==> src/rtl/pc_sequencer.sv <==
// Fetch/decode/execute sequencer for the A/B accumulator CPU: owns pc and IR,
// handshakes with instruction memory, and issues the one-cycle execute strobe.
module pc_sequencer #(
  parameter int ADDR_W = 8,
  parameter int LIT_W  = 8,
  parameter int CNT_W  = 16
) (
  input  logic                 clk,
  input  logic                 rst,
  input  logic                 start,
  output logic                 im_req,
  output logic [ADDR_W-1:0]    im_addr,
  input  logic                 im_ack,
  input  logic [7+LIT_W-1:0]   im_data,
  input  logic [3:0]           status,
  output logic [6:0]           opcode,
  output logic [LIT_W-1:0]     literal,
  output logic                 ex_en,
  output logic [ADDR_W-1:0]    pc,
  output logic                 busy,
  output logic                 halted,
  output logic [CNT_W-1:0]     retired
);

  typedef enum logic [2:0] {IDLE, FETCH, DECODE, EXEC, HALTED} state_t;

  typedef struct packed {
    logic [6:0]       op;
    logic [LIT_W-1:0] lit;
  } ir_t;

  state_t state, state_nxt;
  ir_t    ir;
  logic   is_jump, taken, is_halt;

  assign opcode  = ir.op;
  assign literal = ir.lit;
  assign im_addr = pc;
  assign is_halt = (ir.op == 7'h7F);

  // Flags: [0]=Z [1]=N [2]=C [3]=V, sampled live during EXEC.
  always_comb begin
    is_jump = 1'b1;
    taken   = 1'b0;
    case (ir.op)
      7'h50:   taken = 1'b1;
      7'h51:   taken = status[0];
      7'h52:   taken = !status[0];
      7'h53:   taken = !status[0] && !status[1];
      7'h54:   taken = status[1];
      7'h55:   taken = !status[1];
      7'h56:   taken = status[0] || status[1];
      7'h57:   taken = status[2];
      7'h58:   taken = status[3];
      default: is_jump = 1'b0;
    endcase
  end

  always_ff @(posedge clk) begin
    if (rst) state <= IDLE;
    else     state <= state_nxt;
  end

  always_comb begin
    state_nxt = state;
    case (state)
      IDLE:    if (start)  state_nxt = FETCH;
      FETCH:   if (im_ack) state_nxt = DECODE;
      DECODE:  state_nxt = EXEC;
      EXEC:    state_nxt = is_halt ? HALTED : FETCH;
      HALTED:  if (start)  state_nxt = FETCH;
      default: state_nxt = IDLE;
    endcase
  end

  // Gated by rst so a reset landing in EXEC never leaks a write strobe.
  always_comb begin
    im_req = (state == FETCH) && !rst;
    ex_en  = (state == EXEC) && !is_jump && !is_halt && !rst;
    busy   = (state == FETCH) || (state == DECODE) || (state == EXEC);
    halted = (state == HALTED);
  end

  always_ff @(posedge clk) begin
    if (rst) begin
      pc      <= '0;
      ir      <= '0;
      retired <= '0;
    end else begin
      case (state)
        FETCH: if (im_ack) ir <= im_data;
        EXEC: begin
          if (retired != '1) retired <= retired + CNT_W'(1);
          if (is_jump && taken) pc <= ADDR_W'(ir.lit);
          else if (!is_halt)    pc <= pc + ADDR_W'(1);
        end
        HALTED: if (start) begin
          pc      <= '0;
          retired <= '0;
        end
        default: ;
      endcase
    end
  end

endmodule

==> config.mk <==
export PLATFORM = sky130hd
export DESIGN_NAME = pc_sequencer
export DESIGN_NICKNAME = d
export VERILOG_FILES = /design/src/rtl/pc_sequencer.sv
export SDC_FILE = /design/constraint.sdc
export NUM_CORES = 1
export LEC_CHECK = 0
export ABC_AREA = 1
export CAP_MARGIN = 20
export CORE_MARGIN = 2
export CORE_UTILIZATION = 52
export CTS_BUF_LIST = sky130_fd_sc_hd__clkbuf_2 sky130_fd_sc_hd__clkbuf_4 sky130_fd_sc_hd__clkbuf_8
export CTS_CLUSTER_DIAMETER = 60
export DETAILED_ROUTE_END_ITERATION = 10
export GPL_ROUTABILITY_DRIVEN = 0
export PLACE_DENSITY = 0.95
export SLEW_MARGIN = 20
export SYNTH_ARGS = -nofsm -noshare
export SYNTH_HDL_FRONTEND = slang
export SYNTH_SLANG_ARGS = --single-unit
==> constraint.sdc <==
create_clock -name clk -period 3.4 [get_ports clk]
set_clock_uncertainty 0.15 [all_clocks]
set_input_delay 1.02 -clock clk [delete_from_list [all_inputs] [get_ports clk]]
set_output_delay 1.02 -clock clk [all_outputs]
set_load 0.02 [all_outputs]
# Word-level counts from Yosys, hierarchy flattened
# Cells that the tools add are included.
# W data, S select, Z words.
[classes]
n_addsub = 2
mul = 0
div = 0
n_lt_le_gt_ge = 0
n_eq_ne = 20
n_shift = 0
mux = 13
n_bitwise = 0
reduce_logical = 22
[ops]
columns = ["cell", "count"]
rows = [
  ["$eq A7 B7 Y1 const B", 10],
  ["$mux W16", 2],
  ["$pmux W16 S2", 1],
  ["$mux W8", 3],
  ["$add A16 B1 Y16 const B", 1],
  ["$ne A16 B16 Y1 const B", 1],
  ["$pmux W8 S2", 1],
  ["$pmux W3 S4", 1],
  ["$mux W3", 3],
  ["$pmux W1 S9", 1],
  ["$reduce_or A9 Y1", 1],
  ["$add A8 B1 Y8 const B", 1],
  ["$eq A3 B2 Y1 const B", 2],
  ["$logic_and A1 B1 Y1", 6],
  ["$reduce_and A3 Y1", 2],
  ["$logic_not A1 Y1", 5],
  ["$ne A2 B1 Y1 const B", 2],
  ["$ne A2 B2 Y1 const B", 2],
  ["$reduce_and A2 Y1", 2],
  ["$eq A3 B1 Y1 const B", 1],
  ["$eq A3 B3 Y1 const B", 1],
  ["$logic_not A3 Y1", 1],
  ["$logic_or A1 B1 Y1", 3],
  ["$ne A3 B2 Y1 const B", 1],
  ["3 further kinds", 3],
]
[totals]
register_bits = 42
latchBits = 0
ram_bits = 0
mem_bits_ro = 0
inputBits = 23
n_memories = 0

# Longest topological paths before layout
[depth]
word_depth = 7
ltp_mapped = 12

# Least setup slack after synthesis
# OpenSTA, ideal clock, no wires.
[synth_path]
kind = "input to output"
startpoint = "input port rst"
endpoint = "output port im_req"
arrival_time_ps = 1692
path_slack_ps = 538
stages = 3
path_cell_list = "clkbuf_1 > clkbuf_1 > nor2_1"
[synth_between]
elab_chain_len = 2
[synth_rtl]
columns = ["element", "line_no", "source"]
rows = [
  ["from (decl)", "9", "input logic rst,"],
  ["$logic_not A1 Y1", "78", "im_req = (state == FETCH) && !rst;"],
  ["$logic_and A1 B1 Y1", "78", ""],
  ["to (decl)", "11", "output logic im_req,"],
]
# Every way passes these cells.

# Final worst setup path
# Same ends and word-level chain as after synthesis.

==> impl_metrics.json <==
{
  "nets": 443,
  "rsz0062_at_grt": "no",
  "cts_tree": "built",
  "ys_ff_latch": 42,
  "period_minus_slack_ns": 3.35,
  "grt_usage": 0.248,
  "post_cts_resized": 1,
  "synth_compound_area_frac": 0.133,
  "clk_path_buf_depth": 2,
  "synth_area_sq_um": 2400,
  "drt-pass1-iter-count": 4,
  "grt_pass1_wl_um": 10300,
  "ys_seq_area_frac": 0.350,
  "cp_data_required_time_ns": 2.23,
  "hold_end": "literal[0]$_SDFFE_PP0P_",
  "clock_latency_ns": 0.30,
  "period_share": 0.986,
  "numPortBuffers": 73,
  "overflow": 0,
  "r2r-end": "retired[5]$_SDFFE_PP0P_",
  "yosysTopAreaCellShare": 0.350,
  "hold_viol": 0,
  "holdCritStartpoint": "literal[0]$_SDFFE_PP0P_",
  "vias": 2562,
  "slew_headroom": 0.603,
  "synthSimpleGateAreaFrac": 0.356,
  "htree_levels": 2,
  "tightest_slew_ns": 0.594,
  "syn2layout_area_growth_pct": 35.2,
  "synth_warnings": 0,
  "path_clk_slew_ns": 0.08,
  "dieHeight_um": 72.0,
  "drc_errors": 0,
  "synth_fa_ha_area_frac": 0.0104,
  "startpoint_type": "input pin",
  "r2r_start": "retired[0]$_SDFFE_PP0P_",
  "finalWorstSetupSlack_ns": 0.0481,
  "arrival_ns": 2.18,
  "status": "finished, final reports clean",
  "fin_tns_setup_ns": 0,
  "yosys.area.top_type": "dfxtp_1",
  "synthFlopType": "dfxtp_1",
  "synth-edff-count": 0,
  "start_util": 0.544,
  "r2r_setup_slack_ns": 1.23,
  "cellPowerDensity_nw_per_um2": 399,
  "crit_path_end_kind": "output pin",
  "slew_viol_final": 0,
  "cts_root_buf": "clkbuf_8",
  "ys_types": 33,
  "dpl.hpwl_um": 4620,
  "vdd_ir_drop_max_mv": 0.393,
  "antenna_found_initial": 0,
  "ios": 74,
  "power.total_uw": 1300,
  "r2r_cells": 9,
  "maxCapViolCount": 0,
  "path_class": "input pin to output pin",
  "syn-mean-instance-area_sq_um": 6.80,
  "wire_per_inst_um": 13.3,
  "rows": 24,
  "cts_buffers": 5,
  "syn_nets": 378,
  "path_max_fanout": 3,
  "diodes": 0,
  "fmax_mhz": 298,
  "vias_per_cell": 5.44,
  "dp_worst_setup_slack_ns": -0.125,
  "synth_top_family_by_area": "simple AND/OR/NAND/NOR gates",
  "synth_area_leaders": "dfxtp_1, nand2_1, nor2_1",
  "die-width_um": 72.0,
  "layout-drive-gt1-share": 0.0668,
  "syn_inst": 353,
  "whs_path_depth": 2,
  "routed_wl_um": 6260,
  "synth.area.mux_share": 0,
  "leakage_uw": 0.00120,
  "coreArea_sq_um": 4410,
  "clock_sinks": 42,
  "cts_setup_buffers": 0,
  "synthArstFlopShare": 0,
  "fin_util": 0.736,
  "grt_pass1_vias": 2315,
  "ant_nets": 0,
  "setup_viol": 0,
  "dieArea_sq_um": 5180,
  "cts_hold_buffers": 0,
  "hold_class": "flop to flop",
  "grt_max_degree": 26,
  "drt_iter0_markers": 175,
  "synth_xor_area_frac": 0.0474
}
## kinds of logic (layout without fill, tap and decap cells)
kind of cell               after synthesis  after routing
AOI/OAI and AO/OA                       60             60
xor gates and xnor gates                13             13
adders and majority gates                2              2
buffers and inverters                   54            120
DFF                                     42             42
and+or+nand+nor                        182            182
## layout make-up
class	instances	area [sq um]
multi-input combinational	257	1320
fill	347	1170
sequential	42	841
timing repair buffer	75	744
inverter	37	139
clock buffer	6	82.6
tap	52	65.1
clock inverter	2	60.1
## worst max-delay path, cell delays in order
cell and delay (ns):
clkdlybuf4s50_1 0.44, nor2_1 0.11, clkdlybuf4s50_1 0.60
## registers in the layout (all words and copies together), names as in the netlist
| name | count |
|---|---|
| im_addr | 8 |
| state | 3 |
| retired | 16 |
| literal | 8 |
| opcode | 7 |
## report_power, final
part / switching (uW) / leakage, uW / total [uW] / internal [uW]
sequential: 30.5 / 0.000340 / 552 / 522
combinational: 147 / 0.000792 / 257 / 110
clock: 174 / 0.0000714 / 487 / 313
total: 351 / 0.00120 / 1300 / 945
## layout by cell type, fill, tap and decap left out, types with 12 or more instances in the layout
cell / count
a21oi_1: 35
inv_1: 31
nand3_1: 26
dfxtp_1: 42
o21ai_0: 17
clkdlybuf4s50_1: 72
nor3_1: 12
nor2_1: 49
nand4_1: 18
nand2_1: 65
## routing by layer
| layer | part of all wire | vias to the layer above | global-route usage |
|---|---|---|---|
| li1 | - | 1289 | - |
| met1 | 0.42 | 1161 | 0.300 |
| met2 | 0.49 | 101 | 0.436 |
| met3 | 0.083 | 11 | 0.0681 |
| met4 | 0.011 | 0 | 0.0608 |
| met5 | 0 | - | 0 |
## cells in the mapped netlist (2+ instances only)
cell      number
nor2_1        49
clkbuf_1       6
xor2_1        11
inv_1         31
nand2_2        2
ha_1           2
o21ai_2        2
nand4_1       18
a21oi_1       35
nor2_4         3
nor3_1        12
nand2_1       65
nor2_2         2
o21ai_0       17
inv_2          5
dfxtp_1       42
nand3_1       26
buf_4          9
xnor2_1        2
## worst max-delay path by stage
stage / end / slack, ns / from
final: im_req / 0.05 / rst
after global routing: im_req / 0.006 / rst
after CTS: im_req / 0.05 / rst
after detailed placement: ex_en / -0.12 / rst
after global placement: ex_en / -0.04 / rst
after floorplan: im_req / 0.54 / rst
## through the flow
step	hold WS, ns	cells	cell area [sq um]
final	0.327	471	3250
after global routing	0.355	471	3250
after CTS	0.332	471	3250
after detailed placement	0.318	463	3110
after global placement	0.308	463	3110
after floorplan	0.372	353	2400
Note: power is estimated with default switching activity, not from simulation.
